$ cat config.mk
export PLATFORM = sky130hd
export DESIGN_NAME = sky_alu_issue
export DESIGN_NICKNAME = d
export VERILOG_FILES = /design/src/rtl/sky_alu_issue.sv
export SDC_FILE = /design/constraint.sdc
export NUM_CORES = 1
export LEC_CHECK = 0
export CORE_ASPECT_RATIO = 0.8
export CORE_MARGIN = 2
export CORE_UTILIZATION = 39
export DETAILED_ROUTE_END_ITERATION = 8
export GPL_TIMING_DRIVEN = 0
export HOLD_SLACK_MARGIN = 0.06
export PLACE_DENSITY = 0.88
export SETUP_SLACK_MARGIN = 0.02
export SLEW_MARGIN = 25
export SYNTH_ARGS = -nofsm -noshare
export SYNTH_HDL_FRONTEND = slang
export SYNTH_SLANG_ARGS = --single-unit
$ cat constraint.sdc
create_clock -name clk -period 4.2 [get_ports clk]
set_clock_uncertainty 0.05 [all_clocks]
set_input_delay 0.84 -clock clk [delete_from_list [all_inputs] [get_ports clk]]
set_output_delay 0.84 -clock clk [all_outputs]
set_load 0.01 [all_outputs]
$ cat src/rtl/sky_alu_issue.sv
// sky_alu_issue
// Issue/collect front-end for the execute-stage ALU. It accepts tagged requests
// on a valid/ready port and drives the ALU operand and operation inputs for the
// accepted request. It then collects the registered ALU result, zero flag and
// sampled overflow into a 2-entry response FIFO, which drains on a valid/ready port.
//
// Ports
//   clk, reset                 clock, asynchronous active-high reset
//   req_valid/req_ready        request handshake (fire = req_valid && req_ready)
//   req_a, req_b, req_op       operands and ALU op (0..10 legal, 11..15 illegal)
//   req_tag                    tag passed through to the response
//   alu_operand_a/b, alu_operation   ALU drive (all zero when not firing)
//   alu_result, alu_zero       ALU registered result and its zero flag
//   alu_overflow               ALU combinational overflow on current operands
//   rsp_valid/rsp_ready        response handshake (pop = rsp_valid && rsp_ready)
//   rsp_result, rsp_zero, rsp_overflow, rsp_illegal, rsp_tag   FIFO head
//   retired_count              popped responses, wraps modulo 2^CNT_W
module sky_alu_issue #(
  parameter int TAG_W = 4,
  parameter int CNT_W = 32
) (
  input  logic             clk,
  input  logic             reset,
  input  logic             req_valid,
  output logic             req_ready,
  input  logic [31:0]      req_a,
  input  logic [31:0]      req_b,
  input  logic [3:0]       req_op,
  input  logic [TAG_W-1:0] req_tag,
  output logic [31:0]      alu_operand_a,
  output logic [31:0]      alu_operand_b,
  output logic [3:0]       alu_operation,
  input  logic [31:0]      alu_result,
  input  logic             alu_zero,
  input  logic             alu_overflow,
  output logic             rsp_valid,
  input  logic             rsp_ready,
  output logic [31:0]      rsp_result,
  output logic             rsp_zero,
  output logic             rsp_overflow,
  output logic             rsp_illegal,
  output logic [TAG_W-1:0] rsp_tag,
  output logic [CNT_W-1:0] retired_count
);

  localparam logic [3:0] OP_ADD  = 4'd0;
  localparam logic [3:0] OP_SUB  = 4'd1;
  localparam logic [3:0] OP_LAST = 4'd10;

  typedef struct packed {
    logic [31:0]      result;
    logic             zero;
    logic             overflow;
    logic             illegal;
    logic [TAG_W-1:0] tag;
  } rsp_t;

  // Issue-side state: one op can be in flight inside the ALU.
  logic             infl_q;
  logic [TAG_W-1:0] tag_q;
  logic             ill_q;
  logic             ovf_q;

  // Response FIFO.
  rsp_t             mem_q [2];
  logic             wr_ptr_q;
  logic             rd_ptr_q;
  logic [1:0]       occ_q;

  logic             fire;
  logic             pop;
  logic             push;
  logic [2:0]       pending;
  rsp_t             push_data;
  rsp_t             head;

  assign rsp_valid = (occ_q != 2'd0);
  assign pop       = rsp_valid && rsp_ready;
  assign push      = infl_q;

  // Entries that will still hold a FIFO slot after this cycle: queued ones,
  // plus the result landing from the ALU, minus the one being popped. Accepting
  // only while this is at most 1 leaves a slot free for the new request's
  // result, so a push never meets a full FIFO.
  assign pending   = 3'(occ_q) + 3'(infl_q) - 3'(pop);
  assign req_ready = (pending <= 3'd1);
  assign fire      = req_valid && req_ready;

  // The ALU sees ADD 0,0 whenever nothing is being issued.
  always_comb begin
    // NOTE: every output of this block gets a default first so no path leaves
    // a variable unassigned; otherwise synthesis infers a latch.
    alu_operand_a = '0;
    alu_operand_b = '0;
    alu_operation = OP_ADD;
    if (fire) begin
      alu_operand_a = req_a;
      alu_operand_b = req_b;
      alu_operation = req_op;
    end
  end

  // NOTE: state is updated with non-blocking assignments so every register
  // samples pre-edge values, independent of statement order.
  always_ff @(posedge clk or posedge reset) begin
    if (reset) begin
      infl_q <= 1'b0;
      tag_q  <= '0;
      ill_q  <= 1'b0;
      ovf_q  <= 1'b0;
    end else begin
      infl_q <= fire;
      if (fire) begin
        tag_q <= req_tag;
        ill_q <= (req_op > OP_LAST);
        // The ALU overflow flag only reflects the operands while they are
        // applied, so it is captured in the issue cycle, not with the result.
        ovf_q <= alu_overflow && ((req_op == OP_ADD) || (req_op == OP_SUB));
      end
    end
  end

  assign push_data = '{result:   alu_result,
                       zero:     alu_zero,
                       overflow: ovf_q,
                       illegal:  ill_q,
                       tag:      tag_q};

  always_ff @(posedge clk or posedge reset) begin
    if (reset) begin
      // NOTE: the two storage entries are reset because the head drives the
      // response data outputs directly and those must read zero after reset.
      mem_q[0] <= '0;
      mem_q[1] <= '0;
      wr_ptr_q <= 1'b0;
      rd_ptr_q <= 1'b0;
      occ_q    <= 2'd0;
    end else begin
      if (push) begin
        mem_q[wr_ptr_q] <= push_data;
        wr_ptr_q        <= ~wr_ptr_q;
      end
      if (pop) begin
        rd_ptr_q <= ~rd_ptr_q;
      end
      case ({push, pop})
        2'b10:   occ_q <= occ_q + 2'd1;
        2'b01:   occ_q <= occ_q - 2'd1;
        default: occ_q <= occ_q;
      endcase
    end
  end

  assign head         = mem_q[rd_ptr_q];
  assign rsp_result   = head.result;
  assign rsp_zero     = head.zero;
  assign rsp_overflow = head.overflow;
  assign rsp_illegal  = head.illegal;
  assign rsp_tag      = head.tag;

  always_ff @(posedge clk or posedge reset) begin
    if (reset) begin
      retired_count <= '0;
    end else if (pop) begin
      retired_count <= retired_count + CNT_W'(1);
    end
  end

endmodule
# [Word-level counts from Yosys, hierarchy flattened]
# Cells that the tools add are included.
[totals] register_bits=121 latch_bits=0 ramBits=0 romBits=0 in_bits=110 out_inout_bits=141 wordCells=53 n_memories=0
[classes] n_addsub=5 mul=0 n_div=0 magnitude_cmp=5 eq_ne=3 shift=0 muxes=10 bitwise=4 reduce_logical=8
[ops] operator="39-bit 2-to-1 mux" count=4
[ops] operator="78-bit bitwise mux" count=1
[ops] operator="32-bit 2-to-1 mux" count=2
[ops] operator="39-bit demux with 1-bit select" count=1
[ops] operator="32-bit by 1-bit adder with 32-bit output, second input constant" count=1
[ops] operator="4-bit by 1-bit == test with 1-bit output, second input constant" count=1
[ops] operator="2-bit greater-or-equal comparator, second input constant" count=2
[ops] operator="4-bit greater-than comparator, second input constant" count=1
[ops] operator="1-bit logical AND" count=4
[ops] operator="4-bit zero test" count=1
[ops] operator="4-bit 2-to-1 mux" count=1
[ops] operator="1-bit inverter with 2-bit output" count=2
[ops] operator="2-bit case mux with 2 select lines" count=1
[ops] operator="2-bit nonzero test" count=2
[ops] operator="2-bit by 1-bit adder with 3-bit output" count=1
[ops] operator="3-bit by 1-bit <= comparator with 1-bit output, second input constant" count=1
[ops] operator="3-bit by 1-bit subtractor with 3-bit output" count=1
[ops] operator="2-bit by 1-bit adder with 2-bit output, second input constant" count=1
[ops] operator="2-bit by 1-bit == test with 1-bit output, second input constant" count=1
[ops] operator="2-bit == test, second input constant" count=1
[ops] operator="2-bit by 1-bit less-than comparator with 1-bit output, second input constant" count=1
[ops] operator="1-bit inverter" count=2
[ops] operator="2-bit by 1-bit subtractor with 2-bit output, second input constant" count=1
[ops] operator="1-bit logical OR" count=1

# [Logic depth before layout (Yosys ltp)]
# Gate-level depths: netlist (run 1).
[logic_depth] word_depth=6 mapped_depth=11 ltp_nobuf=9

# [Worst setup path before layout (run 1)]
# OpenSTA, ideal clock, no wires.
[synth_timing] path_kind="input port to output port" startpoint="in rsp_ready" endpoint="out alu_operand_b[27]" t_arrival_ns=2.551 required_ns=3.310 slack_ns=0.759 cell_stages=9 n_path_buf=2 path_cell_list="nand3_1 > o21ai_0 > ha_1 > fa_1 > xnor2_1 > nor3b_2 > buf_4 > buf_2 > and2_1"
[synth_via] elab_chain_cells=5
[synth_lines] element="start, declared" line_no="37" rtl="input logic rsp_ready,"
[synth_lines] element="1-bit logical AND" line_no="78" rtl="assign pop = rsp_valid && rsp_ready;"
[synth_lines] element="3-bit by 1-bit subtractor with 3-bit output" line_no="85" rtl="assign pending = 3'(occ_q) + 3'(infl_q) - 3'(pop);"
[synth_lines] element="3-bit by 1-bit <= comparator with 1-bit output" line_no="86" rtl="assign req_ready = (pending <= 3'd1);"
[synth_lines] element="1-bit logical AND" line_no="87" rtl="assign fire = req_valid && req_ready;"
[synth_lines] element="net fire" line_no="70" rtl="logic fire;"
[synth_lines] element="32-bit 2-to-1 mux" line_no="96" rtl="if (fire) begin"
[synth_lines] element="end, declared" line_no="31" rtl="output logic [31:0] alu_operand_b,"
# The timed path passes the listed nets, and every way through them passes these cells.

# [Final worst setup path (run 1)]
[layout_timing] startpoint="in rsp_ready" endpoint="out alu_operand_b[29]"
# The elaborated chain is that of the path after synthesis.

==> flow_summary.json, run 1 <==
{
  "run_status": "finished, final reports clean",
  "power_density_nw_per_um2": 728,
  "worst_setup_hold_path_clk_slew_ns": 0.05,
  "route.final.wire_length_um": 16500,
  "grt.met3_usage_pct": 6.22,
  "grtUsageTotal_pct": 20.9,
  "synth_fp_nets": 563,
  "yosys.area.top_type": "sky130_fd_sc_hd__dfrtp_1",
  "syn2layout_area_growth_pct": 58.2,
  "synth.lib_cells_used.distinct": 35,
  "grt_setup_unrepaired": "no",
  "synth_warnings": 0,
  "route.antenna.remaining_nets": 0,
  "finalCritPeriodShare_pct": 94.8,
  "start_kind": "input pin",
  "ys_seq_area_share_pct": 52.5,
  "dominantRegCellSynth": "sky130_fd_sc_hd__dfrtp_1",
  "worstSkewPairLatency_ns": 0.41,
  "remaining_drc_errors": 0,
  "timing.critical_path.to_type": "output pin",
  "post_drt_via_cell_ratio": 4.98,
  "place.detailed.instances": 885,
  "dr_total_vias": 4588,
  "setup_viol": 0,
  "tritoncts": "done",
  "postSynthRegisterBits": 121,
  "grt.busiest_layer": "met2",
  "synth_top_cells_by_area": "sky130_fd_sc_hd__dfrtp_1 52%, sky130_fd_sc_hd__mux2_2 24%, sky130_fd_sc_hd__and2_1 7.5%",
  "drt_pre_antenna_iters": 4,
  "routed_wire_length_per_instance_um": 17.9,
  "max_cap_violations": 0,
  "synth_common_cells": "122 x sky130_fd_sc_hd__mux2_2, 121 x sky130_fd_sc_hd__dfrtp_1, 69 x sky130_fd_sc_hd__and2_1",
  "top_level_ports": 251,
  "cts.sink_count": 121,
  "drive_above_1_share_pct": 25.6,
  "clock_tree.htree_level_count": 4,
  "die_area_um2": 15800,
  "vias_in_the_first_global_route": 4869,
  "initial_utilization_pct": 40.2,
  "syn_avg_cell_area_um2": 12.8,
  "gp_congestion": 0.861,
  "place_hpwl_um": 12400,
  "buffer_ports.inserted": 250,
  "hold_viol_final": 0,
  "post-synth-top-count-cell": "sky130_fd_sc_hd__mux2_2",
  "tritoncts.num_buffers": 17,
  "worst-endpoint-required_ns": 3.31,
  "globalRouteMet2Util_pct": 35.8,
  "maxSlewViolCount": 0,
  "cts_buffer_depth": 2,
  "critPathKind": "input pin to output pin",
  "finish.net_count": 838,
  "synth-edff-count": 0,
  "setup_tns_ns": 0,
  "timing.max_slew.rel_slack_pct": 52.7,
  "data_arrival_time_of_the_critical_path_ns": 3.09,
  "overflow": 0,
  "final_cells": 921,
  "clock-root-buffer": "sky130_fd_sc_hd__clkbuf_16",
  "grt_first_pass_wirelength_um": 25900,
  "fmax_mhz": 251,
  "period_minus_slack_ns": 3.98,
  "max-vdd-ir-drop_mv": 0.456,
  "cts-hold-fix-buffers": 0,
  "antenna-diode-count": 0,
  "antenna_found_initial": 0,
  "grtUsageMet1_pct": 25.4,
  "synth_area_um2": 5770,
  "core_region_area_um2": 14300,
  "postSynthCellCount": 450,
  "drt_iter0_markers": 197,
  "grt_start_max_net_pins": 74,
  "holdCritPathClass": "register to register",
  "die-height_um": 113,
  "power.leakage_nw": 4.06,
  "std_cell_rows": 39,
  "crit_fanout": 10,
  "worst-slew-pin-transition_ns": 0.709,
  "postSynth.asyncResetShare_pct": 100,
  "synth_top_cell_area_share_pct": 52.5,
  "die_w_um": 140
}
[cell usage in the layout (no fill, tap or decap), types with 4 or more instances in the layout]
cell,synthesis,layout
sky130_fd_sc_hd__dlygate4sd2_1,0,63
sky130_fd_sc_hd__clkdlybuf4s50_1,0,184
sky130_fd_sc_hd__xnor2_1,30,30
sky130_fd_sc_hd__clkbuf_4,0,6
sky130_fd_sc_hd__nand4_1,19,19
sky130_fd_sc_hd__clkbuf_8,0,4
sky130_fd_sc_hd__clkbuf_16,0,17
sky130_fd_sc_hd__and3_1,4,4
sky130_fd_sc_hd__buf_1,4,4
sky130_fd_sc_hd__dfrtp_1,121,121
sky130_fd_sc_hd__xor2_1,5,5
sky130_fd_sc_hd__buf_4,4,9
sky130_fd_sc_hd__nand3_1,10,9
sky130_fd_sc_hd__nand2_1,9,9
sky130_fd_sc_hd__inv_1,6,5
sky130_fd_sc_hd__clkinv_2,0,4
sky130_fd_sc_hd__buf_2,8,7
sky130_fd_sc_hd__nor2_1,6,6
sky130_fd_sc_hd__mux2_2,122,122
sky130_fd_sc_hd__and2_1,69,69
[cell type report]
| class | count | area, um^2 |
|---|---|---|
| tap | 184 | 230 |
| sequential | 121 | 3030 |
| timing repair buffer | 256 | 2480 |
| inverter | 6 | 27.5 |
| buffer | 23 | 140 |
| clock inverter | 8 | 118 |
| fill | 1122 | 5220 |
| multi-input combinational | 300 | 2610 |
| clock buffer | 23 | 488 |
[metrics by stage]
stage / instance area, um^2 / utilization [%] / worst slack (ns) / power [mW] / hold WS, ns
floorplan: 5770 / - / 0.0958 / 3.61 / 0.394
global placement: 8500 / 59.3 / -1.36 / 5.15 / 0.408
detailed placement: 8540 / 59.5 / -0.734 / 5.28 / 0.422
CTS: 9130 / 63.6 / 0.0103 / 6.72 / 0.433
global route: 9130 / 63.6 / 0.0441 / 7.03 / 0.437
finish: 9130 / 63.6 / 0.216 / 6.64 / 0.426
[flip-flops by register name, summed over array words and instances (netlist names)]
signal / flops
wr_ptr_q: 1
infl_q: 1
rd_ptr_q: 1
tag_q: 4
occ_q: 2
ovf_q: 1
ill_q: 1
mem_q: 78
retired_count: 32
[report_power, final]
group	internal (mW)	leakage (nW)	switching, mW	total, mW
registers	1.63	1.49	0.259	1.89
clock network	0.988	0.299	0.491	1.48
logic	1.91	2.28	1.36	3.27
[per-layer routing]
metal / vias up / routed length (um)
met5: - / 0
met4: 0 / 245
met3: 25 / 1210
met2: 175 / 8400
met1: 2285 / 6600
li1: 2103 / -
[logic make-up after synthesis]
group / synth area share [%]
fa+ha+maj: 0.781
compound gates: 0.846
simple gates: 14.4
mux: 23.8
buf+inv: 2.38
xor+xnor: 5.31
flops: 52.5
[what timing repair did]
item / 4_1_cts / 5_1_grt
setup buffers: 5 / 0
endpoints found under the setup margin: 68 / 29
pin swaps: 1 / 1
endpoints found under the hold margin: 0 / 0
gates resized for setup: 82 / 2
[path summary, 6_finish.rpt]
| path | depth (start not counted) | endpoint | slack, ns | startpoint |
|---|---|---|---|---|
| worst max-delay path | 13 | alu_operand_b[29] | 0.22 | rsp_ready |
| max in group asynchronous | 3 | mem_q[4] | 2.60 | reset |
| worst min register to register | 1 | retired_count[31] | 0.43 | retired_count[31] |
| worst max register to register | 12 | tag_q[3] | 1.52 | occ_q[1] |
| min in group asynchronous | 2 | retired_count[26] | 0.78 | reset |
| worst min-delay path | 1 | retired_count[31] | 0.43 | retired_count[31] |
[critical path: stages]
cell	delay [ns]
sky130_fd_sc_hd__clkbuf_2	0.13
sky130_fd_sc_hd__nand3_2	0.10
sky130_fd_sc_hd__o21ai_1	0.10
sky130_fd_sc_hd__ha_1	0.21
sky130_fd_sc_hd__fa_1	0.38
sky130_fd_sc_hd__xnor2_1	0.16
sky130_fd_sc_hd__nor3b_2	0.20
sky130_fd_sc_hd__buf_4	0.14
sky130_fd_sc_hd__buf_6	0.11
sky130_fd_sc_hd__buf_4	0.13
sky130_fd_sc_hd__buf_4	0.16
sky130_fd_sc_hd__and2_1	0.18
sky130_fd_sc_hd__clkdlybuf4s15_2	0.25
No activity file was read; power rests on OpenSTA's default activity.
==> run 2, diff against run 1 <==
--- a/config.mk
+++ b/config.mk
@@ -9,7 +9,6 @@
 export CORE_MARGIN = 2
 export CORE_UTILIZATION = 39
 export DETAILED_ROUTE_END_ITERATION = 8
-export GPL_TIMING_DRIVEN = 0
 export HOLD_SLACK_MARGIN = 0.06
 export PLACE_DENSITY = 0.88
 export SETUP_SLACK_MARGIN = 0.02
==> run 2 against run 1 <==
Effect of this change:
- critical path depth decreased by 1
- register-to-register slack worse by 0.03 ns
- critical path type unchanged
- via count is 0.44% higher
==> flow_summary.json, run 2 (synthesis results as in run 1) <==
{
  "layout_common_cells": "181 x sky130_fd_sc_hd__clkdlybuf4s50_1, 122 x sky130_fd_sc_hd__mux2_2, 120 x sky130_fd_sc_hd__dfrtp_1",
  "place_hpwl_um": 11100,
  "drive_above_1_share_pct": 26.2,
  "vias_in_the_first_global_route": 4708,
  "maxSlewViolCount": 0,
  "max-vdd-ir-drop_mv": 0.479,
  "critPathKind": "input pin to output pin",
  "antenna_found_initial": 0,
  "clock-root-buffer": "sky130_fd_sc_hd__clkbuf_16",
  "timing.max_slew.rel_slack_pct": 37.3,
  "num-fill-cells": 1014,
  "gp_congestion": 0.835,
  "top_flop_regs": "mem_q (78), retired_count (32), tag_q (4)",
  "final_cell_area_um2": 9350,
  "min_delay_worst_endpoint": "retired_count[31]",
  "whs_path_depth": 1,
  "route.final.wire_length_um": 16800,
  "drt_pre_antenna_iters": 4,
  "largest_register_ffs": 78,
  "tritoncts.num_buffers": 17,
  "max_cap_violations": 0,
  "postPlaceCellArea_um2": 8490,
  "start_kind": "input pin",
  "holdCritPathClass": "register to register",
  "initial_utilization_pct": 40.2,
  "grtUsageTotal_pct": 20.6,
  "remaining_drc_errors": 0,
  "timing.critical_path.to_type": "output pin",
  "power_density_nw_per_um2": 735,
  "cts.sink_count": 121,
  "drt_iter0_markers": 236,
  "overflow": 0,
  "power.leakage_nw": 4.56,
  "period_minus_slack_ns": 4.06,
  "route.antenna.remaining_nets": 0,
  "tritoncts": "done",
  "rr_worst_depth": 10,
  "post_drt_via_cell_ratio": 5.05,
  "timing.hold.worst.start": "retired_count[31]",
  "grt_start_max_net_pins": 63,
  "clock_tree.htree_level_count": 4,
  "worst-endpoint-required_ns": 3.31,
  "setup_viol": 0,
  "launching_point_of_the_worst_reg2reg_path": "occ_q[1]",
  "data_arrival_time_of_the_critical_path_ns": 3.17,
  "grt.met3_usage_pct": 5.42,
  "worst-r2r-setup-slack_ns": 1.49,
  "run_status": "finished, final reports clean",
  "cp-startpoint": "rsp_ready",
  "globalRouteMet2Util_pct": 35.2,
  "die_w_um": 140,
  "die_area_um2": 15800,
  "reg2reg_to": "tag_q[2]",
  "syn2layout_area_growth_pct": 62.0,
  "grt_first_pass_wirelength_um": 25700,
  "fin_util_pct": 65.2,
  "grt.busiest_layer": "met2",
  "layout.cells.most_common": "sky130_fd_sc_hd__clkdlybuf4s50_1",
  "buffer_ports.inserted": 250,
  "finalCritPeriodShare_pct": 96.7,
  "worstSkewPairLatency_ns": 0.41,
  "routed_wire_length_per_instance_um": 18.4,
  "worst_setup_hold_path_clk_slew_ns": 0.05,
  "core_region_area_um2": 14300,
  "antenna-diode-count": 0,
  "crit_fanout": 17,
  "fmax_mhz": 246,
  "die-height_um": 113,
  "cts_buffer_depth": 2,
  "max_flop_register": "mem_q",
  "std_cell_rows": 39,
  "totalPowerFinal_mw": 6.87,
  "finish.net_count": 828,
  "worst-slew-pin-transition_ns": 0.937,
  "hold_viol_final": 0,
  "top_level_ports": 251,
  "grtUsageMet1_pct": 25.7,
  "dr_total_vias": 4608
}
run 2: routing by layer:
layer	wire [um]	part of all wire, %	vias to the layer above
li1	-	-	2095
met1	6860	41	2335
met2	8680	52	166
met3	1080	6.4	12
met4	168	1.0	0
met5	0	0	-
run 2: where the power goes:
group / internal [mW] / switching (mW)
combinational: 2.14 / 1.37
clock: 0.916 / 0.498
sequential: 1.63 / 0.320
total: 4.68 / 2.19
run 2: repair_timing:
action | in CTS | in global routing
gates cloned | 2 | 1
hold buffers | 0 | 0
pin swaps | 1 | 1
endpoints found under the hold margin | 0 | 0
setup endpoints to repair | 68 | 59
setup buffers | 5 | 2
gates resized for setup | 36 | 60
run 2: final cells by class:
| type | instances | area [um^2] | share of cell area (%) |
|---|---|---|---|
| multi-input cells | 300 | 2640 | 28.2 |
| inverters | 6 | 25.0 | 0.268 |
| clock inverters | 8 | 93.8 | 1.00 |
| repair buffers | 269 | 2850 | 30.5 |
| flip-flops and latches | 121 | 3030 | 32.4 |
| clock buffers | 24 | 482 | 5.15 |
| well taps | 184 | 230 | 2.46 |
run 2: worst max path at each step:
stage,to,slack (ns),depth (start not counted)
after detailed placement,alu_operand_b[17],-0.28,10
after CTS,alu_operand_a[28],0.05,12
after global placement,alu_operand_a[2],-0.16,10
final,alu_operand_b[24],0.14,12
after floorplan,ill_q,0.1,1
after global routing,alu_operand_b[21],-0.006,12
run 2: worst max-delay path, stage by stage:
cell and delay (ns):
sky130_fd_sc_hd__dlygate4sd2_1 0.28, sky130_fd_sc_hd__nand3_2 0.10, sky130_fd_sc_hd__o21ai_2 0.07, sky130_fd_sc_hd__ha_1 0.19, sky130_fd_sc_hd__fa_2 0.37, sky130_fd_sc_hd__xnor2_2 0.17
sky130_fd_sc_hd__nor3b_4 0.23, sky130_fd_sc_hd__buf_6 0.14, sky130_fd_sc_hd__buf_4 0.12, sky130_fd_sc_hd__bufbuf_16 0.28, sky130_fd_sc_hd__and2_1 0.13, sky130_fd_sc_hd__clkdlybuf4s15_1 0.26
run 2: per-stage QoR:
stage	worst slack, ns	TNS, ns	std cells	hold WS (ns)
final	0.140	0	912	0.429
after global routing	-0.00628	-0.00628	912	0.437
after CTS	0.0468	0	908	0.426
after detailed placement	-0.278	-16.22	869	0.419
after global placement	-0.160	-9.18	869	0.409
after floorplan	0.0958	0	450	0.394
==> run 3, diff against run 2 <==
--- a/config.mk
+++ b/config.mk
@@ -5,10 +5,12 @@
 export SDC_FILE = /design/constraint.sdc
 export NUM_CORES = 1
 export LEC_CHECK = 0
+export ABC_CLOCK_PERIOD_IN_PS = 4200
 export CORE_ASPECT_RATIO = 0.8
 export CORE_MARGIN = 2
 export CORE_UTILIZATION = 39
 export DETAILED_ROUTE_END_ITERATION = 8
+export GPL_ROUTABILITY_DRIVEN = 1
 export HOLD_SLACK_MARGIN = 0.06
 export PLACE_DENSITY = 0.88
 export SETUP_SLACK_MARGIN = 0.02
==> results of run 3 <==
Same layout as run 2: the final DEF is identical, and so are final timing and power.
